===== src/rtl/instr_seq.sv =====
// instr_seq -- program sequencer for one TIS-100 execution node.
//
// Holds a runtime-loadable instruction memory and a program counter, and
// resolves jumps from op/acc/jmp_off. The fetched word is registered on out
// so decode/execute sees mem[pc] in the same cycle pc is presented.
//
// Ports:
//   clk, reset        clock (rising edge), async active-high reset
//   clk_en            advance enable; low = node stalled, all state holds
//   op, acc, jmp_off  opcode of the word on out, signed acc, signed jump operand
//   prog_en/we/addr/data  program-load port; sequencer halted while prog_en=1
//   out, pc, valid    registered instruction, program counter, out-is-fetched flag
module instr_seq #(
    parameter  int INSTR_W = 21,
    parameter  int DEPTH   = 15,
    parameter  int DATA_W  = 11,
    localparam int ADDR_W  = $clog2(DEPTH)
) (
    input  logic               clk,
    input  logic               reset,
    input  logic               clk_en,
    input  logic [3:0]         op,
    input  logic [DATA_W-1:0]  acc,
    input  logic [DATA_W-1:0]  jmp_off,
    input  logic               prog_en,
    input  logic               prog_we,
    input  logic [ADDR_W-1:0]  prog_addr,
    input  logic [INSTR_W-1:0] prog_data,
    output logic [INSTR_W-1:0] out,
    output logic [ADDR_W-1:0]  pc,
    output logic               valid
);
    // prog_len ranges 0..DEPTH, so it may need one more bit than an address.
    localparam int LEN_W = $clog2(DEPTH + 1);

    localparam logic [3:0] OP_JMP = 4'h8;
    localparam logic [3:0] OP_JEZ = 4'h9;
    localparam logic [3:0] OP_JNZ = 4'hA;
    localparam logic [3:0] OP_JGZ = 4'hB;
    localparam logic [3:0] OP_JLZ = 4'hC;
    localparam logic [3:0] OP_JRO = 4'hD;

    typedef enum logic [1:0] {S_PRIME, S_RUN, S_PROG} state_t;

    state_t               r_state, w_state_nxt;
    logic [ADDR_W-1:0]    r_pc, w_pc_nxt;
    logic [INSTR_W-1:0]   r_out, w_out_nxt;
    logic [LEN_W-1:0]     r_len, w_len_nxt;
    logic [INSTR_W-1:0]   r_mem [DEPTH];

    logic                     w_wr;
    logic [LEN_W-1:0]         w_wr_len;
    logic signed [DATA_W-1:0] w_acc_s;
    logic signed [DATA_W:0]   w_last, w_tgt_raw, w_rel_raw;
    logic [ADDR_W-1:0]        w_seq, w_tgt, w_rel, w_next_pc;

    // Clamp a signed candidate address into [0, hi].
    function automatic logic [ADDR_W-1:0] clamp_addr(input logic signed [DATA_W:0] v,
                                                     input logic signed [DATA_W:0] hi);
        if (v < 0)       return '0;
        else if (v > hi) return hi[ADDR_W-1:0];
        else             return v[ADDR_W-1:0];
    endfunction

    assign w_wr     = prog_en && prog_we && (int'(prog_addr) < DEPTH);
    assign w_wr_len = LEN_W'(prog_addr) + LEN_W'(1);

    // Jump resolution; all arithmetic is signed in DATA_W+1 bits so pc+offset
    // can never wrap before clamping.
    assign w_acc_s   = acc;
    assign w_last    = $signed((DATA_W+1)'(r_len)) - (DATA_W+1)'(1);
    assign w_tgt_raw = {jmp_off[DATA_W-1], jmp_off};
    assign w_rel_raw = $signed((DATA_W+1)'(r_pc)) + w_tgt_raw;
    assign w_seq     = (LEN_W'(r_pc) + LEN_W'(1) == r_len) ? '0 : r_pc + ADDR_W'(1);
    assign w_tgt     = clamp_addr(w_tgt_raw, w_last);
    assign w_rel     = clamp_addr(w_rel_raw, w_last);

    always_comb begin
        w_next_pc = w_seq;
        case (op)
            OP_JMP:  w_next_pc = w_tgt;
            OP_JEZ:  w_next_pc = (w_acc_s == 0) ? w_tgt : w_seq;
            OP_JNZ:  w_next_pc = (w_acc_s != 0) ? w_tgt : w_seq;
            OP_JGZ:  w_next_pc = (w_acc_s > 0)  ? w_tgt : w_seq;
            OP_JLZ:  w_next_pc = (w_acc_s < 0)  ? w_tgt : w_seq;
            OP_JRO:  w_next_pc = w_rel;
            default: w_next_pc = w_seq;
        endcase
    end

    // Next-state / datapath. prog_en wins over clk_en; leaving PROG is
    // unconditional so a stalled node still re-primes after a load.
    always_comb begin
        w_state_nxt = r_state;
        w_pc_nxt    = r_pc;
        w_out_nxt   = r_out;
        w_len_nxt   = r_len;
        if (prog_en) begin
            w_state_nxt = S_PROG;
            w_out_nxt   = '0;
            w_len_nxt   = (r_state == S_PROG) ? r_len : '0;
            if (w_wr && (w_wr_len > w_len_nxt))
                w_len_nxt = w_wr_len;
        end else if (r_state == S_PROG) begin
            w_state_nxt = S_PRIME;
            w_pc_nxt    = '0;
            w_out_nxt   = '0;
        end else if (clk_en) begin
            case (r_state)
                S_PRIME: begin
                    w_pc_nxt = '0;
                    if (r_len != '0) begin
                        w_state_nxt = S_RUN;
                        w_out_nxt   = r_mem[0];
                    end else begin
                        w_out_nxt   = '0;
                    end
                end
                S_RUN: begin
                    w_pc_nxt  = w_next_pc;
                    w_out_nxt = r_mem[w_next_pc];
                end
                default: ;
            endcase
        end
    end

    always_ff @(posedge clk or posedge reset) begin
        if (reset) begin
            r_state <= S_PRIME;
            r_pc    <= '0;
            r_out   <= '0;
            r_len   <= '0;
        end else begin
            r_state <= w_state_nxt;
            r_pc    <= w_pc_nxt;
            r_out   <= w_out_nxt;
            r_len   <= w_len_nxt;
        end
    end

    // Instruction storage is deliberately not reset.
    always_ff @(posedge clk) begin
        if (w_wr)
            r_mem[prog_addr] <= prog_data;
    end

    assign out   = r_out;
    assign pc    = r_pc;
    assign valid = (r_state == S_RUN) && (r_len != '0);
endmodule


===== config.mk =====
export PLATFORM = sky130hd
export DESIGN_NAME = instr_seq
export DESIGN_NICKNAME = d
export VERILOG_FILES = /design/src/rtl/instr_seq.sv
export SDC_FILE = /design/constraint.sdc
export NUM_CORES = 1
export LEC_CHECK = 0
export CAP_MARGIN = 20
export CORE_MARGIN = 3
export CORE_UTILIZATION = 25
export CTS_BUF_LIST = sky130_fd_sc_hd__clkbuf_4 sky130_fd_sc_hd__clkbuf_8 sky130_fd_sc_hd__clkbuf_16
export DETAILED_ROUTE_END_ITERATION = 8
export GPL_ROUTABILITY_DRIVEN = 0
export GPL_TIMING_DRIVEN = 0
export PLACE_DENSITY = 0.38
export RECOVER_POWER = 100
export SLEW_MARGIN = 20
export SYNTH_ARGS = -nofsm -noshare
export SYNTH_HDL_FRONTEND = slang
export SYNTH_SLANG_ARGS = --single-unit

===== constraint.sdc =====
create_clock -name clk -period 7.25 [get_ports clk]
set_input_delay 1.45 -clock clk [delete_from_list [all_inputs] [get_ports clk]]
set_output_delay 1.45 -clock clk [all_outputs]
set_load 0.01 [all_outputs]

# Word level (Yosys, flattened, before mapping)

Memories as Yosys holds them, arrays and structs flattened.
Index checks and enable logic that the tools add are counted.

Eq/ne operators: 9
$add $sub $neg: 4
Bitwise logic cells: 1
Reductions and logical operators: 17
Muxes and demuxes: 27
Multipliers: 0
Divide/modulo/power cells: 0
Order comparisons: 8
Shift-type cells: 0

Operators with widths:

| operator                                                       | number |
|---|---|
| 2-to-1 mux 21 bit                                              | 4 |
| 2-to-1 mux 4 bit                                               | 13 |
| one-hot mux 21 bit (2 select lines)                            | 1 |
| logical NOT 32 bit                                             | 1 |
| nonzero test 32 bit                                            | 1 |
| == test 4 bit, second input constant                           | 6 |
| one-hot mux 4 bit (6 select lines)                             | 1 |
| less-than comparator 11 x 1 -> 1 bit, second input constant    | 2 |
| adder 5 x 11 -> 12 bit                                         | 1 |
| greater-than comparator 12 x 5 -> 1 bit                        | 1 |
| less-than comparator 12 x 1 -> 1 bit, second input constant    | 1 |
| nonzero test 3 bit                                             | 4 |
| greater-than comparator 11 x 1 -> 1 bit, second input constant | 1 |
| greater-than comparator 11 x 5 -> 1 bit                        | 1 |
| 2-to-1 mux 2 bit                                               | 5 |
| adder 4 x 1 -> 4 bit, second input constant                    | 2 |
| one-hot mux 4 bit (2 select lines)                             | 1 |
| nonzero test 4 bit                                             | 2 |
| AND reduction 3 bit                                            | 2 |
| subtractor 4 x 1 -> 5 bit, second input constant               | 1 |
| == test 4 bit                                                  | 1 |
| greater-than comparator 4 bit                                  | 1 |
| logical AND 1 bit                                              | 4 |
| less-than comparator 4 bit, second input constant              | 1 |
| 7 further kinds                                                | 8 |

Latch bits: 0
Bits in read-only memories: 0
Input bits: 56
Word-level logic and storage cells: 71
Memories: 1
Output and inout bits: 26
Bits in writable memories: 315
Register bits after elaboration: 31

Memory list:

| name  | words | bits a word | read ports | clocked after Yosys merged registers in | write ports | line | source |
|---|---|---|---|---|---|---|---|
| r_mem | 15    | 21          | 2          | 0                                       | 1           | 49   | `logic [INSTR_W-1:0] r_mem [DEPTH];` |

# Longest topological paths before layout

Gate-level depths: netlist of the first run.
An unclocked memory read counts as a cell.

Depth in word-level cells: 11
Gate-level depth with buffers: 20
Depth with buffers taken out: 17

# Least setup slack after synthesis of the first run

No wires, ideal clock.

Kind: in2reg
Start point: input jmp_off[0]
End point: register r_out[10] (netlist: out[10])
Setup slack: 1.789 ns
Path buffers: 2
Arrival time: 5.341 ns
Setup time: 0.120 ns
Stages: 19
Path through: ha_1 > fa_1 > a21o_1 > a21oi_1 > nand2b_1 > xnor2_1 > ha_1 > a21o_1 > a2111oi_2 > o21ai_1 > o21a_1 > o221ai_1 > or4b_1 > buf_6 > buf_12 > mux2_4 > o22ai_1 > o31ai_1 > a41o_1

Word-level cells in the longest chain between the ends: 10
Elaborated cells between the ends (all ways): 19
Classes of those cells: add/sub (1); order compare (4); mux (13); memory (1)

Ends and longest elaborated chain:

| item                                                                              | line   | source |
|---|---|---|
| from (decl)                                                                       | 24     | `input logic [DATA_W-1:0] jmp_off,` |
| adder 5 x 11 -> 12 bit or greater-than comparator 11 x 5 -> 1 bit (tied branches) | 73, 61 |  |
| greater-than comparator 12 x 5 -> 1 bit or 2-to-1 mux 4 bit (tied branches)       | 61     | `else if (v > hi) return hi[ADDR_W-1:0];` |
| 2-to-1 mux 4 bit (on tied branches)                                               | 61, 60 |  |
| 2-to-1 mux 4 bit (on tied branches)                                               | --     |  |
| one-hot mux 4 bit (6 select lines) (*)                                            | 80     | `case (op)` |
| memory (15 x 21 bit) (*)                                                          | --     |  |
| one-hot mux 21 bit (2 select lines) (*)                                           | 109    | `case (r_state)` |
| 2-to-1 mux 21 bit (*)                                                             | 108    | `end else if (clk_en) begin` |
| 2-to-1 mux 21 bit (*)                                                             | 104    | `end else if (r_state == S_PROG) begin` |
| 2-to-1 mux 21 bit (*)                                                             | 98     | `if (prog_en) begin` |
| to (signal assigned)                                                              | 137    | `r_out <= w_out_nxt;` |
| to (decl)                                                                         | 47     | `logic [INSTR_W-1:0] r_out, w_out_nxt;` |

Every way passes the cells marked *; elsewhere a longest branch is shown, timed or not. The select of a mux whose other input is x is not followed.
A chain may end at the register's enable or synchronous reset.

# Final worst setup path of the first run

Start point: input jmp_off[0]
End point: register r_out[2] (netlist: out[2])

The elaborated chain is that of the path after synthesis.

==> impl_metrics.toml, run 1 <==
[run_status]
status = "complete, but fails checks"
violations = "max-capacitance violations, max-slew violations"

[job]
max-cap-violations = 12

[setup_path]
crit_family = "compound AO/OA/AOI/OAI gates"
rr_startpoint = "pc[0]"
slowest_stage = "nor4b_4"
cp.depth = 19
worst-endpoint-arrival_ps = 7140
reg2reg_slack_ps = 1470
cp-start-kind = "input pin"
worst_ep_required_time_ps = 7720
crit_type = "in -> reg"
max_stage_delay_ps = 740
reg2reg_to = "out[2]"
worstPathMaxFanout = 10
path_cells = "dlygate4sd3_1 > ha_1 > fa_1 > a21o_1 > a21oi_1 > nand2b_1 > xnor2_1 > ha_1 > a21o_1 > a2111oi_2 > o21ai_1 > o21a_1 > o221ai_1 > nor4b_4 > clkbuf_1 > and2_1 > a211oi_1 > a31oi_1 > a41o_1"
crit_end = "out[2]"
critPathLaunch = "jmp_off[0]"
path_buf_inv = 2
end_kind = "flip-flop"
worst_r2r_path_depth = 18

[synth]
synth_edf_count = 315
avgSynthCellArea_um2 = 13.85
syn_nets = 1217
yosysWarnings = 0
postSynth.asyncResetShare = 0.08960
ys_seq_elements = 346
seq_area_frac_synth = 0.6586
synth_area_um2 = 15540
synth_cell_type_count = 69
syn_inst = 1122
ys.flop_type = "edfxtp_1"

[floorplan]
die_w_um = 255.3
initial_core_util = 0.2551
dieArea_um2 = 65190
die_h_um = 255.3
io_pins = 82
row_count = 90
core_um2 = 60920

[cts]
hold_buffers = 0
htreeDepth = 2
numClockSinks = 346
cts.repair.resized = 0
clock_latency_ps = 540
cts-root-buf = "clkbuf_16"
clockBufferDepth = 3
numCtsBuffers = 39
cts_setup_buffers = 0
path_clk_slew_ps = 60
cts_tree = "built"

[routing]
detail-route-antenna-nets = 0
routed-via-count = 9721
drc = 0
avgViaCountPerCell = 4.627
drt-initial-drc-count = 490
routed_wl_um = 47150
drtPass1Iterations = 5
wire_per_inst_um = 22.44

[global_routing]
first_global_vias = 10090
grt_pass1_wl_um = 70100
grt_usage = 0.1427
grt_max_degree = 22
grt_antenna_before_repair = 1
grt_overflow = 0

[layout]
diodes = 0
drive_gt1_frac = 0.08562
layout.nets = 1338
fin_util = 0.3052
syn_to_final_growth_pct = 19.63
nFillCells = 6124

[placed_design]
numPortBuffers = 77
place_hpwl_um = 32910

[sta]
maxSlewHeadroom = -0.2212
finalSetupTns_ps = 0
rsz0062_at_grt = "false"
worst_pin_slew_ps = 1831
setup_viol_count_final = 0
clock_skew_ps = 13.77
fmax_mhz = 149.8
slew_viol_final = 264
fin_crit_ps = 6675
hold_viol_final = 0
fin_crit_sh = 0.9207

[power]
power.density_nw_per_um2 = 288.5
vdd_drop_max_mv = 0.1156
p_leak_nw = 6.350

[worst_hold_path]
hp-class = "reg -> reg"
==> layout make-up <==
type / count / area [um2] / area share
buffer: 62 / 317.8 / 0.01709
clock inverter: 23 / 126.4 / 0.006797
tap: 828 / 1036 / 0.05572
clock buffer: 48 / 1097 / 0.05902
sequential: 346 / 10230 / 0.5505
multi-input combinational: 695 / 4926 / 0.2650
inverter: 19 / 71.32 / 0.003836
timing repair buffer: 80 / 782.0 / 0.04206
==> Yosys cell counts, types with 3 or more instances <==
cell / instances / area [um2]
edfxtp_1: 315 / 9459
nand2_1: 110 / 412.9
and2_1: 59 / 369.1
a211oi_1: 45 / 337.8
clkbuf_1: 43 / 161.4
a21oi_1: 42 / 210.2
ha_1: 38 / 475.5
nor2_1: 33 / 123.9
o21ai_0: 33 / 165.2
dfrtp_1: 31 / 775.7
nand3_1: 27 / 135.1
a22oi_1: 24 / 180.2
o211ai_1: 24 / 180.2
a31oi_1: 23 / 143.9
mux2i_1: 23 / 230.2
o22ai_1: 22 / 137.6
o31ai_1: 21 / 157.7
a41o_1: 20 / 200.2
mux2_4: 20 / 300.3
inv_1: 19 / 71.32
mux2_1: 18 / 202.7
xnor2_1: 14 / 122.6
buf_2: 8 / 40.04
nor3_1: 8 / 40.04
nand4_1: 7 / 43.79
nand2b_1: 6 / 37.54
buf_6: 5 / 56.30
nor2b_1: 5 / 31.28
nor3b_1: 5 / 37.54
xor2_1: 5 / 43.79
a21o_1: 4 / 30.03
a22o_1: 4 / 35.03
mux2_2: 4 / 45.04
and3_1: 3 / 18.77
and4_1: 3 / 26.28
nand3b_1: 3 / 22.52
nor4_1: 3 / 18.77
o21a_1: 3 / 22.52
o21ai_1: 3 / 15.01
o21bai_1: 3 / 22.52
o221ai_1: 3 / 26.28
==> flip-flops by register name (all words and copies together), names as in the netlist <==
signal   cells
pc           4
r_mem      315
r_state      2
r_len        4
out         21
==> report_power, final <==
part / internal [W] / switching, W
Clock: 0.00111 / 0.000798
Sequential: 0.00222 / 0.0000288
Combinational: 0.000425 / 0.000785
==> through the flow <==
step	total power, W	setup slack [ps]	cells	hold slack (ps)	area, um2
final	0.005364	574.7	2101	617.5	18590
after global routing	0.005623	243.1	2101	648.1	18590
after CTS	0.005449	683.5	2101	608.3	18660
after detailed placement	0.003531	144.4	2030	592.9	17440
after global placement	0.003525	-269.1	2027	582.2	17350
after floorplan	0.003032	1789	1122	538.1	15540
==> cells by family after synthesis <==
family | synth area share
compound gates | 0.1301
xor+xnor | 0.01224
fa+ha+maj | 0.03188
buf+inv | 0.02504
flops | 0.6586
mux | 0.05008
simple gates | 0.09210
==> placed cells by master (no fill, tap or decap), types with 5 or more instances in the layout <==
master           Yosys  routed
dfrtp_1             31      31
nor3_1               8       8
edfxtp_1           315     315
buf_6                5       5
mux2_4              20      20
nor2b_1              5       5
o31ai_1             21      21
buf_2                8       8
a41o_1              20      20
nor3b_1              5       5
a21oi_1             42      42
a211oi_1            45      45
clkdlybuf4s50_1      0      27
a31oi_1             23      23
nand2b_1             6       6
clkinv_1             0      16
nand3_1             27      27
o211ai_1            24      24
clkinv_2             0       5
nand2_1            110     110
xor2_1               5       5
o21ai_0             33      33
dlygate4sd3_1        0      50
ha_1                38      38
mux2i_1             23      23
nor2_1              33      33
clkbuf_16            0      41
xnor2_1             14      14
clkbuf_1            43      46
o22ai_1             22      22
a22oi_1             24      24
nand4_1              7       7
inv_1               19      19
mux2_1              18      18
and2_1              59      42
and2_0               1      18
==> per-layer routing <==
layer	vias to the layer above	routed length, um	global-route usage
li1	4622	-	-
met1	4851	22310	0.2001
met2	202	22250	0.2362
met3	46	1861	0.01891
met4	0	732	0.02995
met5	-	0	0
==> worst register-to-register path: cells and delay by family (launching register included) <==
| family | cells | cell delay [ps] |
|---|---|---|
| buffers and inverters | 1 | 660 |
| and+or+nand+nor | 3 | 1150 |
| xor gates and xnor gates | 1 | 70 |
| AOI/OAI and AO/OA | 10 | 2350 |
| adders and majority gates | 3 | 920 |
| DFF | 1 | 560 |
==> how the worst min path moves through the flow <==
| stage | end | startpoint | cells past startpoint |
|---|---|---|---|
| final | out[13] | out[13] | 3 |
| after floorplan | r_state[0] | r_state[0] | 2 |
| after global routing | out[0] | r_mem[0][0] | 2 |
| after global placement | r_state[0] | r_state[0] | 2 |
| after detailed placement | r_state[0] | r_state[0] | 2 |
| after CTS | r_state[0] | r_state[0] | 2 |
(Power assumes the default switching activity.)
==> run 2, diff against run 1 <==
--- a/config.mk
+++ b/config.mk
@@ -5,6 +5,7 @@
 export SDC_FILE = /design/constraint.sdc
 export NUM_CORES = 1
 export LEC_CHECK = 0
+export ABC_AREA = 1
 export CAP_MARGIN = 20
 export CORE_MARGIN = 3
 export CORE_UTILIZATION = 25
==> impl_metrics.toml, run 2 <==
[run_status]
status = "complete, but fails checks"
violations = "max-capacitance violations, max-slew violations"

[cts]
clock_latency_ps = 570
path_clk_slew_ps = 60
numCtsBuffers = 42
cts-root-buf = "clkbuf_16"
clockBufferDepth = 3
cts_setup_buffers = 0
cts_tree = "built"
htreeDepth = 2
hold_buffers = 0
cts.repair.resized = 0
numClockSinks = 346

[setup_path]
path_buf_inv = 5
worst_ep_required_time_ps = 7700
critPathMostFrequentCell = "nand2_1"
cp-start-kind = "input pin"
slowest_stage = "dlygate4sd3_1"
reg2reg_slack_ps = 1820
max_stage_delay_ps = 600
end_kind = "flip-flop"
worst-endpoint-arrival_ps = 6850
worstPathMaxFanout = 10
crit_family = "simple AND/OR/NAND/NOR gates"
crit_type = "in -> reg"

[layout]
stdcell_area_um2 = 20710
nFillCells = 7123
layout.nets = 2052
syn_to_final_growth_pct = 19.44
largest_reg_flops = 315
final_common_cell = "nand2_1"
regMostFlops = "r_mem"
drive_gt1_frac = 0.08492
diodes = 0
final_cell_mix = "nand2_1, edfxtp_1, inv_1, nand3_1, nand4_1"

[sta]
fin_crit_ps = 6399
worst_pin_slew_ps = 2217
finalSetupTns_ps = 0
fin_ws_ps = 850.9
clock_skew_ps = 24.42
setup_viol_count_final = 0
hold_ws_ps = 472.0
maxSlewHeadroom = -0.4832
fin_crit_sh = 0.8826
hold_viol_final = 0
fmax_mhz = 156.3
rsz0062_at_grt = "false"
slew_viol_final = 132

[power]
p_leak_nw = 8.728
vdd_drop_max_mv = 0.1321
power.density_nw_per_um2 = 269.3

[routing]
drc = 0
drt-initial-drc-count = 1156
detail-route-antenna-nets = 0
drtPass1Iterations = 5
wire_per_inst_um = 20.88
routed-via-count = 13306
avgViaCountPerCell = 4.571
routed_wl_um = 60790

[synth]
synth_top_area_cell = "edfxtp_1"
syn_inst = 1823
syn_nets = 1918
synth_edf_count = 315
yosysTopAreaCellShare = 0.5457
postSynth.asyncResetShare = 0.08960
synthTopCellsByArea = "edfxtp_1, nand2_1, nand3_1, inv_1, nand4_1"
seq_area_frac_synth = 0.5904
yosysWarnings = 0
ys.flop_type = "edfxtp_1"
synth_most_common_cell = "nand2_1"
ys_seq_elements = 346
synth_cell_type_count = 40
synth_area_um2 = 17340
avgSynthCellArea_um2 = 9.509
synthTopCellsByCount = "nand2_1, edfxtp_1, inv_1"

[placed_design]
post-place-ws_ps = 366.5
place_area_um2 = 19630
place_hpwl_um = 43700
numPortBuffers = 80

[floorplan]
row_count = 95
core_um2 = 67870
initial_core_util = 0.2554
die_w_um = 269.3
die_h_um = 269.3
io_pins = 82
dieArea_um2 = 72540

[global_routing]
grt_antenna_before_repair = 4
grt_pass1_wl_um = 89110
grt_usage = 0.1660
grt_overflow = 0
grt_max_degree = 32
first_global_vias = 13072

[worst_hold_path]
hp-class = "reg -> reg"

[job]
max-cap-violations = 7
## run 2: cell count changes after synthesis, moves of 20 or more
cell / change
nand2_1: +311
inv_1: +269
nand3_1: +250
nand4_1: +150
and2_1: -58
buf_2: +55
a211oi_1: -45
a22oi_1: -24
mux2i_1: -23
a31oi_1: -22
o211ai_1: -22
o31ai_1: -21
a41o_1: -20
mux2_4: -20
## run 2: worst register-to-register path, delay by kind of cell (launching register included)
| kind | cells | cell delay, ps |
|---|---|---|
| buffers and inverters | 3 | 840 |
| DFF | 1 | 500 |
| adders and majority gates | 3 | 760 |
| AOI/OAI and AO/OA | 3 | 510 |
| xor gates and xnor gates | 1 | 170 |
| and+or+nand+nor | 19 | 2550 |
## run 2: final timing paths
check	start	endpoint	depth (start not counted)
max	jmp_off[0]	out[6]	31
min	out[16]	out[16]	2
max reg2reg	pc[0]	out[6]	29
min reg2reg	out[16]	out[16]	2
max in group asynchronous	reset	out[1]	2
min in group asynchronous	reset	r_len[2]	2
## run 2: cell families (layout without fill, tap and decap cells)
family / count (synthesis) / in the layout / synth area share
AOI/OAI and AO/OA: 89 / 89 / 0.02757
xor gates and xnor gates: 17 / 17 / 0.009022
adders and majority gates: 39 / 39 / 0.02858
buffers and inverters: 420 / 587 / 0.09982
DFF: 346 / 346 / 0.5904
and+or+nand+nor: 912 / 912 / 0.2446
## run 2: area by class of cell
type / count / area, um2 / area share
Sequential cell: 346 / 10230 / 0.4943
Tap cell: 921 / 1152 / 0.05565
Timing Repair Buffer: 90 / 838.3 / 0.04049
Clock buffer: 57 / 1181 / 0.05704
Buffer: 106 / 551.8 / 0.02665
Multi-Input combinational cell: 1057 / 5383 / 0.2600
Inverter: 314 / 1179 / 0.05692
Clock inverter: 20 / 186.4 / 0.009004
## run 2: per-layer routing
layer | GRT usage | vias up | part of all wire
met2 | 0.2620 | 337 | 0.45
met1 | 0.2345 | 6425 | 0.47
li1 | - | 6459 | -
met4 | 0.04425 | 2 | 0.024
met5 | 0 | - | 0.00028
met3 | 0.02978 | 83 | 0.053
## run 2: report_power, final
| group | switching [W] | leakage (nW) | total [W] | internal (W) |
|---|---|---|---|---|
| registers | 0.0000174 | 3.26 | 0.00223 | 0.00221 |
| logic | 0.000861 | 4.77 | 0.00124 | 0.000374 |
| clock network | 0.000857 | 0.693 | 0.00211 | 0.00125 |
| total | 0.00174 | 8.73 | 0.00558 | 0.00384 |
## run 2: through the flow
| stage | utilization | instances | power [W] |
|---|---|---|---|
| 4_1_cts | 0.3094 | 2911 | 0.005666 |
| 6_report | 0.3051 | 2911 | 0.005577 |
| 5_1_grt | 0.3051 | 2911 | 0.005860 |
| 2_1_floorplan | - | 1823 | 0.003029 |
| 3_3_place_gp | 0.2842 | 2824 | 0.003507 |
| 3_5_place_dp | 0.2893 | 2834 | 0.003524 |
